**config.mk**
```make
export PLATFORM = sky130hd
export DESIGN_NAME = ram_dp_init
export DESIGN_NICKNAME = d
export VERILOG_FILES = /design/src/rtl/ram_pkg.sv /design/src/rtl/ram_clear_seq.sv /design/src/rtl/ram_dp_init.sv
export SDC_FILE = /design/constraint.sdc
export NUM_CORES = 2
export LEC_CHECK = 0
export BUFFER_PORTS_ARGS = -buffer_cell sky130_fd_sc_hd__buf_2
export CAP_MARGIN = 20
export CORE_ASPECT_RATIO = 1.1
export CORE_UTILIZATION = 44
export DETAILED_ROUTE_END_ITERATION = 6
export HOLD_SLACK_MARGIN = 0.03
export SLEW_MARGIN = 20
export SYNTH_ARGS = -nofsm -noshare
export SYNTH_HDL_FRONTEND = slang
export SYNTH_HIERARCHICAL = 1
export SYNTH_SLANG_ARGS = --single-unit
```
**constraint.sdc**
```tcl
create_clock -name clk -period 7.5 [get_ports clk]
set_input_delay 1.5 -clock clk [delete_from_list [all_inputs] [get_ports clk]]
set_output_delay 1.5 -clock clk [all_outputs]
set_load 0.05 [all_outputs]
```
**src/rtl/ram_pkg.sv**
```systemverilog
// ram_pkg: shared types and constants for the
// dual-port RAM with self-clearing sequencer.
package ram_pkg;

    typedef enum logic {
        CLEAR = 1'b0,
        READY = 1'b1
    } ram_state_e;

    localparam int READ_FIRST  = 0;
    localparam int WRITE_FIRST = 1;

endpackage

```
**src/rtl/ram_clear_seq.sv**
```systemverilog
// ram_clear_seq: walks a zeroing pointer across the
// array after reset or on request, then opens the ports.
module ram_clear_seq
    import ram_pkg::*;
#(
    parameter int ADDR_WIDTH     = 8,
    parameter int CLEAR_ON_RESET = 1
) (
    input  logic                  clk,
    input  logic                  reset_n,
    input  logic                  clear_request,
    output logic [ADDR_WIDTH-1:0] clear_address,
    output logic                  clear_write,
    output logic                  ready
);

    localparam logic [ADDR_WIDTH-1:0] LAST = '1;
    localparam logic [ADDR_WIDTH-1:0] ONE  =
        {{(ADDR_WIDTH-1){1'b0}}, 1'b1};
    localparam ram_state_e RST_STATE =
        (CLEAR_ON_RESET != 0) ? CLEAR : READY;

    ram_state_e            state_q;
    logic [ADDR_WIDTH-1:0] count_q;
    logic                  ready_q;

    // State, clear pointer and registered ready flag.
    always_ff @(posedge clk or negedge reset_n) begin
        if (!reset_n) begin
            state_q <= RST_STATE;
            count_q <= '0;
            ready_q <= 1'b0;
        end else begin
            unique case (state_q)
                CLEAR: begin
                    if (count_q == LAST) begin
                        state_q <= READY;
                        count_q <= '0;
                        ready_q <= 1'b1;
                    end else begin
                        count_q <= count_q + ONE;
                        ready_q <= 1'b0;
                    end
                end
                READY: begin
                    if (ready_q && clear_request) begin
                        state_q <= CLEAR;
                        count_q <= '0;
                        ready_q <= 1'b0;
                    end else begin
                        ready_q <= 1'b1;
                    end
                end
            endcase
        end
    end

    // Zeroing strobe follows the state; pointer is the counter.
    always_comb begin
        clear_write   = (state_q == CLEAR);
        clear_address = count_q;
        ready         = ready_q;
    end

endmodule

```
**src/rtl/ram_dp_init.sv**
```systemverilog
// ram_dp_init: simple dual-port RAM (one write, one
// registered read) with a hardware clear sequence.
module ram_dp_init
    import ram_pkg::*;
#(
    parameter int DATA_WIDTH     = 8,
    parameter int ADDR_WIDTH     = 8,
    parameter int READ_MODE      = READ_FIRST,
    parameter int CLEAR_ON_RESET = 1
) (
    input  logic                  clk,
    input  logic                  reset_n,
    input  logic [ADDR_WIDTH-1:0] wr_address,
    input  logic [DATA_WIDTH-1:0] data_in,
    input  logic                  write_enable,
    input  logic [ADDR_WIDTH-1:0] rd_address,
    input  logic                  rd_enable,
    output logic [DATA_WIDTH-1:0] data_out,
    output logic                  rd_valid,
    input  logic                  clear_request,
    output logic                  ready
);

    localparam int DEPTH = 1 << ADDR_WIDTH;

    logic [DATA_WIDTH-1:0] mem [DEPTH];

    logic [ADDR_WIDTH-1:0] clear_address;
    logic                  clear_write;
    logic                  wr_go;
    logic                  rd_go;
    logic                  collide;
    logic [DATA_WIDTH-1:0] rd_word;

    ram_clear_seq #(
        .ADDR_WIDTH     (ADDR_WIDTH),
        .CLEAR_ON_RESET (CLEAR_ON_RESET)
    ) u_seq (
        .clk           (clk),
        .reset_n       (reset_n),
        .clear_request (clear_request),
        .clear_address (clear_address),
        .clear_write   (clear_write),
        .ready         (ready)
    );

    // Port gating and same-address bypass selection.
    always_comb begin
        wr_go   = ready && write_enable;
        rd_go   = ready && rd_enable;
        collide = wr_go && (wr_address == rd_address);
        if ((READ_MODE == WRITE_FIRST) && collide) begin
            rd_word = data_in;
        end else begin
            rd_word = mem[rd_address];
        end
    end

    // Array write: zeroing has priority, no reset on contents.
    always_ff @(posedge clk) begin
        if (clear_write) begin
            mem[clear_address] <= '0;
        end else if (wr_go) begin
            mem[wr_address] <= data_in;
        end
    end

    // Registered read data and its one-cycle valid pulse.
    always_ff @(posedge clk or negedge reset_n) begin
        if (!reset_n) begin
            data_out <= '0;
            rd_valid <= 1'b0;
        end else begin
            rd_valid <= rd_go;
            if (rd_go) begin
                data_out <= rd_word;
            end
        end
    end

endmodule

```
# Word-level counts from Yosys, hierarchy flattened
# Memories as Yosys holds them, arrays and structs flattened. A register that Yosys moved wholly into a read port is not among the register bits.
# Cells that the tools add are included.
[totals] mem_bits_ro=0 in_bits=29 wordCells=26 ramBits=2048 n_memories=1 reg_bits=10 latch_bits=0 output_inout_bits=10
[classes] mux=13 n_div=0 add_sub_neg=1 bitwise=1 n_shift=0 multipliers=0 n_eq_ne=2 magnitude_cmp=0 reduce_logical=5
[memory_table] memory="mem" words=256 width=8 read_ports=1 rd_clocked_by_memory_dff=1 wr=1 line_no="ram_dp_init.sv:26" source="logic [DATA_WIDTH-1:0] mem [DEPTH];"
[ops] cell="8-bit 2-to-1 mux" count=4
[ops] cell="8-bit one-hot mux with 2 select lines" count=1
[ops] cell="8-bit by 1-bit adder with 8-bit output, second input constant" count=1
[ops] cell="8-bit equality test, second input constant" count=1
[ops] cell="8-bit OR reduction" count=1
[ops] cell="1-bit 2-to-1 mux" count=7
[ops] cell="1-bit logical AND" count=3
[ops] cell="2-bit != test, second input constant" count=1
[ops] cell="1-bit one-hot mux with 2 select lines" count=1
[ops] cell="1-bit logical NOT" count=1
[ops] cell="1-bit NOT" count=1

# Longest topological paths before layout
[depth] ltp_word=6 mapped_depth=13 ltp_nobuf=7

# Cells and area by module
# Netlist, hierarchy kept.
[modules_own_cells] module="ram_dp_init" n_inst=1 area_each_um2=80502.2 seq_area_each_um2=61724.2 cells_each=4007
[modules_own_cells] module="ram_clear_seq" n_inst=1 area_each_um2=498.0 seq_area_each_um2=225.2 cells_each=49

# Worst setup path after synthesis
# Ideal clock, no wire load.
[synth_timing] path_type="in2reg" start="input write_enable" end="memory mem[0][0], data pin" arrival_time_ns=5.372 cell_stages=4 slack_ns=1.259 cell_sequence="nand2_1 nor2_1 clkbuf_1 and2_1"
[synth_between] elab_chain_len=6
[synth_rtl] item="from (decl)" line_no="ram_dp_init.sv:15" source="input logic write_enable,"
[synth_rtl] item="1-bit logical AND" line_no="ram_dp_init.sv:49" source="wr_go = ready && write_enable;"
[synth_rtl] item="1-bit 2-to-1 mux" line_no="ram_dp_init.sv:63" source="end else if (wr_go) begin"
[synth_rtl] item="1-bit 2-to-1 mux" line_no="ram_dp_init.sv:61" source="if (clear_write) begin"
[synth_rtl] item="1-bit 2-to-1 mux (implied by the code)" line_no="ram_dp_init.sv:64" source="mem[wr_address] <= data_in;"
[synth_rtl] item="8-bit OR reduction (no line)"
[synth_rtl] item="8-bit 2-to-1 mux (no line)"
[synth_rtl] item="to (decl)" line_no="ram_dp_init.sv:26"
# Every way passes these cells.

==> impl_metrics.tcl <==
set metrics [dict create \
    r2r-end "mem[25][6]" \
    synth_cell_types 68 \
    finalClockSkew_ns 0.03174 \
    grt_pass1_wl_um 304600 \
    antenna_left 0 \
    grt_max_degree 188 \
    start_util_pct 44.45 \
    reg2regPathDepth 6 \
    cts_tree "done" \
    syn_inst 4056 \
    cp-end-kind "flop" \
    grt_pass1_vias 40520 \
    hold_depth 2 \
    drive_gt1_share_pct 19.16 \
    via_count 41200 \
    setup-tns-final_ns 0 \
    grt_antenna_before_repair 19 \
    max_stage_delay_ns 0.99 \
    syn_avg_cell_area_um2 19.97 \
    yosys_warnings 6 \
    ios 39 \
    worstSetupStartpointType "primary input" \
    drv_cap 0 \
    min-delay-start "u_seq/ready" \
    crit_required_ns 8.27 \
    power_density_nw_per_um2 268.6 \
    portBuffers 38 \
    hold_class "reg -> reg" \
    synth-main-ff-cell "edfxtp_1" \
    clock_sinks 2066 \
    cpMaxStageDelayCell "a2111oi_1" \
    rsz0062_at_grt "no" \
    cts-root-buf "clkbuf_16" \
    rrSetupSlack_ns 3.57 \
    yosys_register_bits 2066 \
    synth_nets 4086 \
    power.leakage_uw 0.03046 \
    post_cts_resized 0 \
    layout.cells.non_filler 6735 \
    clk_latency_ns 0.87 \
    via_per_inst 6.117 \
    cts_buffers 199 \
    relSlewSlack_pct 13.55 \
    cp_cell_sequence "buf_8, buf_12, buf_12, buf_12, mux2i_1, o221ai_1, nor3_1, a2111oi_1, o2111ai_1, o211ai_1" \
    clk_pin_slew_ns 0.06 \
    syn-cell-area_um2 81000 \
    wl_per_cell_um 31.83 \
    gp_congestion 0.8714 \
    hold_viol_final 0 \
    yosysSeqAreaShare_pct 76.48 \
    critPathKind "in -> reg" \
    final_nets 4182 \
    min_period_ns 4.776 \
    setup_viol 0 \
    die_w_um 411.1 \
    h-tree-depth 4 \
    syn2layout_area_growth_pct 11.08 \
    core_um2 182200 \
    timing.fmax_mhz 209.4 \
    hold_end "u_seq/clear_address[1]" \
    tightestPinTransition_ns 1.264 \
    dpl.hpwl_um 131200 \
    grt_usage_pct 23.04 \
    synth-edff-count 2048 \
    outcome "finished clean" \
    firstDrtPassIters 6 \
    report.final.slew_viol_count 0 \
    fin_crit_sh_pct 63.68 \
    drt_iter0_drc 4888 \
    die-height_um 452 \
    num_rows 164 \
    synthArstFlopShare_pct 0.8712 \
    ir_drop_uv 261.2 \
    post_cts_buffers 0 \
    dieArea_um2 185800 \
    cp_common_cell "buf_12" \
    drc 0 \
    arrival_ns 5.55 \
    cp_max_fo 52 \
    r2r_start "u_seq/ready" \
    hold_buffers 0 \
    grt_overflow 0 \
    routed_wl_um 214400 \
    clk_path_buf_depth 3 \
    dp.cells 6358 \
]
layer usage:
layer	share of wire [%]	up-vias	wire [um]	track usage [%]
met5	0.013	-	27	0
met4	3.0	4	6351	7.272
met3	8.2	324	17620	4.258
met2	48	1947	103200	36.49
met1	41	21920	87170	32.42
li1	-	17010	-	-
worst max-delay path, delay by kind of cell:
kind | cells | cell delay, ns
AO/OA/AOI/OAI | 4 | 2.06
buffers and inverters | 4 | 1.51
multiplexers | 1 | 0.14
AND/OR/NAND/NOR | 1 | 0.19
sequential cells by signal, indices dropped and copies added (netlist names):
register	count
u_seq/ready	1
mem	2048
rd_valid	1
data_out	8
u_seq/clear_address	8
cells by family (layout without fill, tap and decap cells):
| family | count (synthesis) | after routing | share of synthesized area, % |
|---|---|---|---|
| compound gates | 454 | 454 | 4.022 |
| buf+inv | 250 | 515 | 2.107 |
| xor+xnor | 3 | 3 | 0.03244 |
| flops | 2066 | 2066 | 76.48 |
| fa+ha+maj | 1 | 1 | 0.01544 |
| other cells | 0 | 7 | 0 |
| simple gates | 610 | 610 | 3.350 |
| mux | 672 | 672 | 13.99 |
synth_stat cells (5+ instances only):
master / number / share of area (%)
o211ai_1: 8 / 0.074
a22oi_1: 77 / 0.71
and3_1: 8 / 0.062
mux2_2: 11 / 0.15
nor4_1: 6 / 0.046
clkbuf_1: 102 / 0.47
buf_4: 15 / 0.14
o21ai_0: 33 / 0.20
buf_12: 11 / 0.27
a221oi_1: 17 / 0.18
nand4_1: 15 / 0.12
buf_1: 15 / 0.070
o221a_2: 5 / 0.070
nand2_1: 137 / 0.63
or3_1: 7 / 0.054
o31ai_1: 8 / 0.074
nor2_1: 292 / 1.4
a211oi_1: 35 / 0.32
nor3b_1: 5 / 0.046
and2_1: 14 / 0.11
mux4_1: 7 / 0.23
nor2b_1: 7 / 0.054
a31oi_1: 6 / 0.046
dfrtp_1: 18 / 0.56
o221ai_1: 58 / 0.63
a2111oi_0: 20 / 0.22
a21oi_1: 67 / 0.41
mux4_2: 358 / 10
buf_2: 46 / 0.28
nor3_1: 17 / 0.11
nand3_1: 59 / 0.36
o22ai_1: 78 / 0.60
a22o_1: 11 / 0.12
nand3b_1: 22 / 0.20
edfxtp_1: 2048 / 76
buf_6: 37 / 0.51
mux2i_1: 296 / 3.7
buf_8: 17 / 0.32
per-stage QoR:
step           util (%)  setup WS, ns  total power, uW  hold slack, ns  instance area [um^2]
6_report          49.38         2.724            24160          0.5723                 89980
5_1_grt           49.37         2.729            24750          0.6177                 89970
4_1_cts           49.36         2.823            24260          0.5660                 89940
3_5_place_dp      45.92         1.929            14650          0.5714                 83660
3_3_place_gp      45.91         1.793            14630          0.5556                 83650
2_1_floorplan         -         1.259            13910          0.5475                 81000
where the power goes:
group | internal, uW | total (uW) | switching [uW] | leakage, uW
sequential | 12700 | 12800 | 90.6 | 0.0209
clock | 5420 | 9740 | 4320 | 0.00308
combinational | 445 | 1650 | 1200 | 0.00643
layout make-up:
cell class	instances	area [um^2]
Clock inverter	111	970.9
Fill cell	14740	92240
Tap cell	2407	3012
Multi-Input combinational cell	1740	17430
Timing Repair Buffer	139	1262
Sequential cell	2066	61950
Antenna cell	7	17.52
Inverter	6	23.77
Clock buffer	259	5308
worst max-delay path by stage:
stage	startpoint	end	slack [ns]	cells after the start
floorplan	write_enable	mem[0][0]	1.26	4
global placement	rd_address[4]	data_out[3]	1.79	10
detailed placement	rd_address[4]	data_out[3]	1.93	10
CTS	rd_address[4]	data_out[3]	2.82	10
global route	rd_address[0]	data_out[4]	2.73	10
finish	rd_address[0]	data_out[6]	2.72	10
cell usage in the layout (no fill, tap or decap), drive strengths merged, types with 8 or more instances in the layout:
cell	n
o21ai	34
nand3	60
edfxtp	2048
nand2	137
o211ai	9
clkinv	88
clkbuf	259
a22oi	77
a21oi	67
a2111oi	22
and2	14
dfrtp	18
nor2	292
o31ai	8
a211oi	35
nand4	15
mux2	11
buf	139
a22o	11
o221ai	59
o22ai	78
a221oi	17
mux4	365
nand3b	22
nor3	17
mux2i	296
inv	14
and3	8
bufinv	12
Note: power is estimated with default switching activity, not from simulation.
